==> config.mk <==
export PLATFORM = sky130hd
export DESIGN_NAME = onehot_select_reg_flat
export DESIGN_NICKNAME = d
export VERILOG_FILES = /design/src/rtl/onehot_select_reg_if.sv /design/src/rtl/onehot_select_reg.sv /design/src/flat_wrapper.sv
export SDC_FILE = /design/constraint.sdc
export NUM_CORES = 1
export LEC_CHECK = 0
export CAP_MARGIN = 20
export CORE_AREA = 3 3 222 224
export CTS_CLUSTER_DIAMETER = 200
export DETAILED_ROUTE_END_ITERATION = 10
export DIE_AREA = 0 0 225 227
export GPL_ROUTABILITY_DRIVEN = 0
export REMOVE_ABC_BUFFERS = 1
export SYNTH_ARGS = -nofsm -noshare
export SYNTH_HDL_FRONTEND = slang
export SYNTH_SLANG_ARGS = --single-unit
==> constraint.sdc <==
create_clock -name clk -period 6.8 [get_ports clk]
set_input_delay 1.36 -clock clk [delete_from_list [all_inputs] [get_ports clk]]
set_output_delay 1.36 -clock clk [all_outputs]
set_load 0.05 [all_outputs]
==> src/rtl/onehot_select_reg_if.sv <==
`default_nettype none
// ============================================================================
// Module      : onehot_select_reg_if
// Description : Channel-select bus between function units and the registered
//               one-hot selector. master = producer/consumer side,
//               slave = selector block.
// Revision    : 1.0 - initial release
// ============================================================================
interface onehot_select_reg_if #(
    parameter int WIDTH    = 32,
    parameter int CHANNELS = 16
);
    localparam int IDXW = (CHANNELS > 1) ? $clog2(CHANNELS) : 1;

    logic [CHANNELS*WIDTH-1:0] in_data;
    logic [CHANNELS-1:0]       hotselect;
    logic                      sel_valid;
    logic                      sel_ready;
    logic [WIDTH-1:0]          muxout;
    logic                      out_valid;
    logic                      out_ready;
    logic [IDXW-1:0]           last_index;
    logic                      sel_err;
    logic                      err_clear;
    logic [7:0]                err_count;

    modport master (
        output in_data, hotselect, sel_valid, out_ready, err_clear,
        input  sel_ready, muxout, out_valid, last_index, sel_err, err_count
    );

    modport slave (
        input  in_data, hotselect, sel_valid, out_ready, err_clear,
        output sel_ready, muxout, out_valid, last_index, sel_err, err_count
    );
endinterface
`default_nettype wire

==> src/rtl/onehot_select_reg.sv <==
`default_nettype none
// ============================================================================
// Module      : onehot_select_reg
// Description : Registered CHANNELS-way one-hot word selector with a
//               valid/ready output register, illegal-select detection and a
//               saturating illegal-select counter.
// Revision    : 1.0 - initial release
// ============================================================================
module onehot_select_reg #(
    parameter int WIDTH      = 32,
    parameter int CHANNELS   = 16,
    parameter int STICKY_ERR = 1
) (
    input  wire logic            clk,
    input  wire logic            rst,
    onehot_select_reg_if.slave   bus
);
    // Interface instance must be built with the same WIDTH/CHANNELS.
    localparam int       IDXW      = (CHANNELS > 1) ? $clog2(CHANNELS) : 1;
    localparam bit [7:0] c_CNT_MAX = 8'hFF;

    logic [WIDTH-1:0] r_muxout;
    logic             r_out_valid;
    logic [IDXW-1:0]  r_last_index;
    logic             r_sel_err;
    logic [7:0]       r_err_count;

    logic [WIDTH-1:0] w_data;
    logic [IDXW-1:0]  w_idx;
    logic             w_any;
    logic             w_multi;
    logic             w_legal;
    logic             w_sel_ready;
    logic             w_accept;
    logic             w_bad_accept;

    // Decode the select: OR-merge selected words, track "any" and "more than one".
    always_comb begin
        w_data  = '0;
        w_idx   = '0;
        w_any   = 1'b0;
        w_multi = 1'b0;
        for (int k = 0; k < CHANNELS; k++) begin
            if (bus.hotselect[k]) begin
                w_multi = w_multi | w_any;
                w_any   = 1'b1;
                w_idx   = IDXW'(k);
                w_data  = w_data | bus.in_data[k*WIDTH +: WIDTH];
            end
        end
    end

    assign w_legal      = w_any & ~w_multi;
    // Ready depends only on the output register state, never on sel_valid.
    assign w_sel_ready  = ~r_out_valid | bus.out_ready;
    assign w_accept     = bus.sel_valid & w_sel_ready;
    assign w_bad_accept = w_accept & ~w_legal;

    // Output register: load on legal accept, drop valid once consumed.
    always_ff @(posedge clk) begin
        if (rst) begin
            r_muxout     <= '0;
            r_out_valid  <= 1'b0;
            r_last_index <= '0;
        end else if (w_accept && w_legal) begin
            r_muxout     <= w_data;
            r_last_index <= w_idx;
            r_out_valid  <= 1'b1;
        end else if (bus.out_ready) begin
            // Illegal accept or idle: a consumed result leaves the register.
            r_out_valid  <= 1'b0;
        end
    end

    // Saturating illegal-select counter; a new error outranks a clear.
    always_ff @(posedge clk) begin
        if (rst) begin
            r_err_count <= '0;
        end else if (w_bad_accept) begin
            if (bus.err_clear) begin
                r_err_count <= 8'd1;
            end else if (r_err_count != c_CNT_MAX) begin
                r_err_count <= r_err_count + 8'd1;
            end
        end else if (bus.err_clear) begin
            r_err_count <= '0;
        end
    end

    generate
        if (STICKY_ERR != 0) begin : g_sticky_err
            // Error flag latches until cleared; a coincident error wins.
            always_ff @(posedge clk) begin
                if (rst) begin
                    r_sel_err <= 1'b0;
                end else if (w_bad_accept) begin
                    r_sel_err <= 1'b1;
                end else if (bus.err_clear) begin
                    r_sel_err <= 1'b0;
                end
            end
        end else begin : g_pulse_err
            // Error flag is a single-cycle pulse following each illegal accept.
            always_ff @(posedge clk) begin
                if (rst) begin
                    r_sel_err <= 1'b0;
                end else begin
                    r_sel_err <= w_bad_accept;
                end
            end
        end
    endgenerate

    assign bus.sel_ready  = w_sel_ready;
    assign bus.muxout     = r_muxout;
    assign bus.out_valid  = r_out_valid;
    assign bus.last_index = r_last_index;
    assign bus.sel_err    = r_sel_err;
    assign bus.err_count  = r_err_count;
endmodule
`default_nettype wire

==> src/flat_wrapper.sv <==
// flat-port wrapper written by rule: the top's interface ports become plain ports
module onehot_select_reg_flat 
#(
    parameter int WIDTH      = 32,
    parameter int CHANNELS   = 16,
    parameter int STICKY_ERR = 1
)
  (clk, rst, bus_in_data, bus_hotselect, bus_sel_valid, bus_out_ready, bus_err_clear, bus_sel_ready, bus_muxout, bus_out_valid, bus_last_index, bus_sel_err, bus_err_count);
  onehot_select_reg_if #(.WIDTH(WIDTH), .CHANNELS(CHANNELS)) bus_i ();
  input  wire logic clk;
  input  wire logic rst;
  input wire logic [$bits(bus_i.in_data)-1:0] bus_in_data;
  input wire logic [$bits(bus_i.hotselect)-1:0] bus_hotselect;
  input wire logic [$bits(bus_i.sel_valid)-1:0] bus_sel_valid;
  input wire logic [$bits(bus_i.out_ready)-1:0] bus_out_ready;
  input wire logic [$bits(bus_i.err_clear)-1:0] bus_err_clear;
  output wire logic [$bits(bus_i.sel_ready)-1:0] bus_sel_ready;
  output wire logic [$bits(bus_i.muxout)-1:0] bus_muxout;
  output wire logic [$bits(bus_i.out_valid)-1:0] bus_out_valid;
  output wire logic [$bits(bus_i.last_index)-1:0] bus_last_index;
  output wire logic [$bits(bus_i.sel_err)-1:0] bus_sel_err;
  output wire logic [$bits(bus_i.err_count)-1:0] bus_err_count;
  assign bus_i.in_data = bus_in_data;
  assign bus_i.hotselect = bus_hotselect;
  assign bus_i.sel_valid = bus_sel_valid;
  assign bus_i.out_ready = bus_out_ready;
  assign bus_i.err_clear = bus_err_clear;
  assign bus_sel_ready = bus_i.sel_ready;
  assign bus_muxout = bus_i.muxout;
  assign bus_out_valid = bus_i.out_valid;
  assign bus_last_index = bus_i.last_index;
  assign bus_sel_err = bus_i.sel_err;
  assign bus_err_count = bus_i.err_count;
  onehot_select_reg #(.WIDTH(WIDTH), .CHANNELS(CHANNELS), .STICKY_ERR(STICKY_ERR)) u_core (.clk(clk), .rst(rst), .bus(bus_i));
endmodule
==> metrics.md <==
| Metric | Value |
|---|---|
| Final period demand of the worst path | 4.20 ns |
| Layout cell share with drive strength beyond 1 | 0.0454 |
| DRT antenna net count | 0 |
| Initial Util | 0.103 |
| Final hold slack | ~0.5 ns |
| Synth area leaders | dfxtp_1, a22oi_1, a221oi_1 |
| Core Area | 0.0475 mm2 |
| Vias per cell | 4.85 |
| Cts repair resizes | 0 |
| Final Setup Violations | 0 |
| Critical path launch point type | input pin |
| Nets | 1701 |
| Synth Register Bits | 46 |
| Total congestion overflow | 0 |
| Final Hold Fails | 0 |
| Synth area leader | dfxtp_1 |
| Tcrit/Tclk final | 0.618 |
| Worst-margin pin slew | 1.06 ns |
| Largest net degree at the start of global routing | 46 |
| Number of enable flip-flop cells after synthesis | 0 |
| Final Max Tran Viols | 0 |
| HP Class | reg2reg |
| FMAX | roughly 0.24 GHz |
| CP Class | in2reg |
| Die Area | 0.0511 mm2 |
| Placed cells | ~1800 |
| TritonRoute pass-1 iters | 5 |
| Cells after Synth | 646 |
| Outcome | finished, final reports clean |
| Final clock skew | around 0.0068 ns |
| Syn-to-layout area delta | 131% |
| Boundary Pins | 580 |
| Inserted Clock Buffers | 5 |
| Clock sinks | 46 |
| Hold Buf Count CTS | 0 |
| Setup TNS | 0 ns |
| Yosys Warn Count | 0 |
| Synthesized area | 0.00490 mm2 |
| CP endpoint kind | flip-flop |
| Number of non-filler instances in the completed layout | 1786 |
| R2R Setup Slk | 4.42 ns |
| Total power | 1.15 mW |
| Input/output buffers | 579 |
| Unrepaired setup endpoints after global routing | false |
| P_leak | 3.77 nW |
| Crit Path Max Fanout | 45 |
| Routed WL | between 40000 and 50000 um |
| Max-cap viol count | 0 |
| Rows | 80 |
| Routed vias | 8670 |
| Die W | about 230 um |
| Drt wl/cell | between 20 and 30 um |
| Arrival time at the worst endpoint | about 4.4 ns |
| Avg Inst Size Synth | 7.58 um2 |
| Dpl hpwl | 34000 um |
| DIE HEIGHT | 227 um |
| Yosys cell types | 48 |
| Initial antenna violation count | 7 |
| Maximum root-to-sink buffer count | 2 |
| Number of global-route vias before repair | slightly below 9000 |
| Drt drc | 0 |
| CP Data Required Time | 7.01 ns |
| Clk root buf | clkbuf_16 |
| Max H-tree Level | 2 |
| Primary FF master, synth | dfxtp_1 |
| Top-area cell type share of the netlist area | 0.188 |
| Asr flop ratio synth | 0 |
| Worst-path clk slew | 0.07 ns |
| Power per cell area | 101 mW/mm2 |
| Relative slew slack | 0.295 |
| Worst vdd ir | 0.0787 mV |
| First-pass GRT wire length | around 62000 um |
| CTS tree | yes |
| Setup Fix Bufs, Post-CTS | 0 |
| GRT Total Usage | 0.171 |
| Clk_lat worst skew | about 0.30 ns |
| Sequential element share of the synthesized area | 0.188 |
| First DRT Iteration DRCs | 678 |
-- final timing paths --
check	start	cells after the start	end
hold / removal	u_core.bus.last_index[0]	2	u_core.bus.last_index[0]
setup / recovery	bus_hotselect[4]	8	u_core.bus.last_index[1]
setup reg to reg	u_core.bus.out_valid	6	u_core.bus.err_count[5]
hold reg to reg	u_core.bus.last_index[0]	2	u_core.bus.last_index[0]
-- metrics by stage --
| step | util | worst slack (ns) | cell area [um2] |
|---|---|---|---|
| floorplan | - | 3.00 | 4530 |
| global placement | 0.235 | 2.36 | 11200 |
| detailed placement | 0.235 | 2.30 | 11200 |
| CTS | 0.238 | 2.63 | 11300 |
| global route | 0.238 | 2.34 | 11300 |
| finish | 0.238 | 2.60 | 11300 |
-- worst max-delay path, stage by stage --
cell and delay [ns]:
buf_2 0.28, nor4_1 0.63, nor4b_2 0.31, o221a_2 0.24
and4_2 0.94, buf_4 0.29, a21oi_1 0.07, a311oi_1 0.26
-- cell families after synthesis --
kind of cell / synth area share
and+or+nand+nor: 0.176
xor gates and xnor gates: 0.00179
AOI/OAI and AO/OA: 0.548
DFF: 0.188
muxes: 0.00409
buffers and inverters: 0.0774
adders and majority gates: 0.00460
-- state kept, by name, summed over array words and instances (netlist names) --
name	cells
u_core.bus.out_valid	1
u_core.bus.sel_err	1
u_core.bus.last_index	4
u_core.bus.err_count	8
u_core.bus.muxout	32
-- cells in the final DEF (no fill, tap or decap), types with 2 or more instances in the layout --
cell type and n:
a22o_1 68, mux2i_1 2, nand4_1 37, nand2b_1 3, clkdlybuf4s50_1 562, nand3_1 21
o31ai_1 5, diode_2 3, nor3_1 31, nand2_1 8, o21ai_0 6, a22oi_1 121
dfxtp_1 46, a221oi_1 68, clkbuf_16 5, or4_1 6, a211oi_1 23, inv_1 2
buf_2 17, o211a_1 2, a311oi_1 2, or3_1 5, o41ai_1 2, nor2b_1 2
nor2_1 33, nor4_1 5, buf_4 20, a21oi_1 43
-- final cells by class --
| cell class | count | area (um2) |
|---|---|---|
| clock inverters | 2 | 37.5 |
| inverters | 2 | 7.51 |
| multi-input cells | 513 | 3610 |
| clock buffers | 6 | 129 |
| repair buffers | 599 | 5860 |
| well taps | 615 | 769 |
| fillers | 5201 | 36200 |
| flip-flops and latches | 46 | 921 |
| diodes | 3 | 7.51 |
-- cells in the mapped netlist (2+ instances only) --
master and count:
a22oi_1 121, a221oi_1 68, a22o_1 68, dfxtp_1 46, clkbuf_1 45, a21oi_1 43, nand4_1 37, nor2_1 33
nor3_1 31, buf_1 24, a211oi_1 23, nand3_1 21, buf_2 9, nand2_1 8, o21ai_0 6, or4_1 6
nor4_1 5, o31ai_1 5, or3_1 5, buf_6 4, buf_4 3, nand2b_1 3, a311oi_1 2, inv_1 2
mux2i_1 2, nor2b_1 2, o211a_1 2, o41ai_1 2
-- per-layer routing --
layer | vias up | GRT usage | routed length (um)
li1 | 3798 | - | -
met1 | 4128 | 0.211 | 19300
met2 | 646 | 0.289 | 21900
met3 | 96 | 0.0370 | 4270
met4 | 2 | 0.0714 | 1820
met5 | - | 0 | 13
-- power by group --
part / internal (mW) / switching [mW] / total (mW) / leakage [nW]
Clock: 0.174 / 0.119 / 0.293 / 0.0771
Combinational: 0.348 / 0.236 / 0.584 / 3.32
Sequential: 0.270 / 0.00111 / 0.271 / 0.371
Total: 0.793 / 0.356 / 1.15 / 3.77
Note: power is estimated with default switching activity, not from simulation.
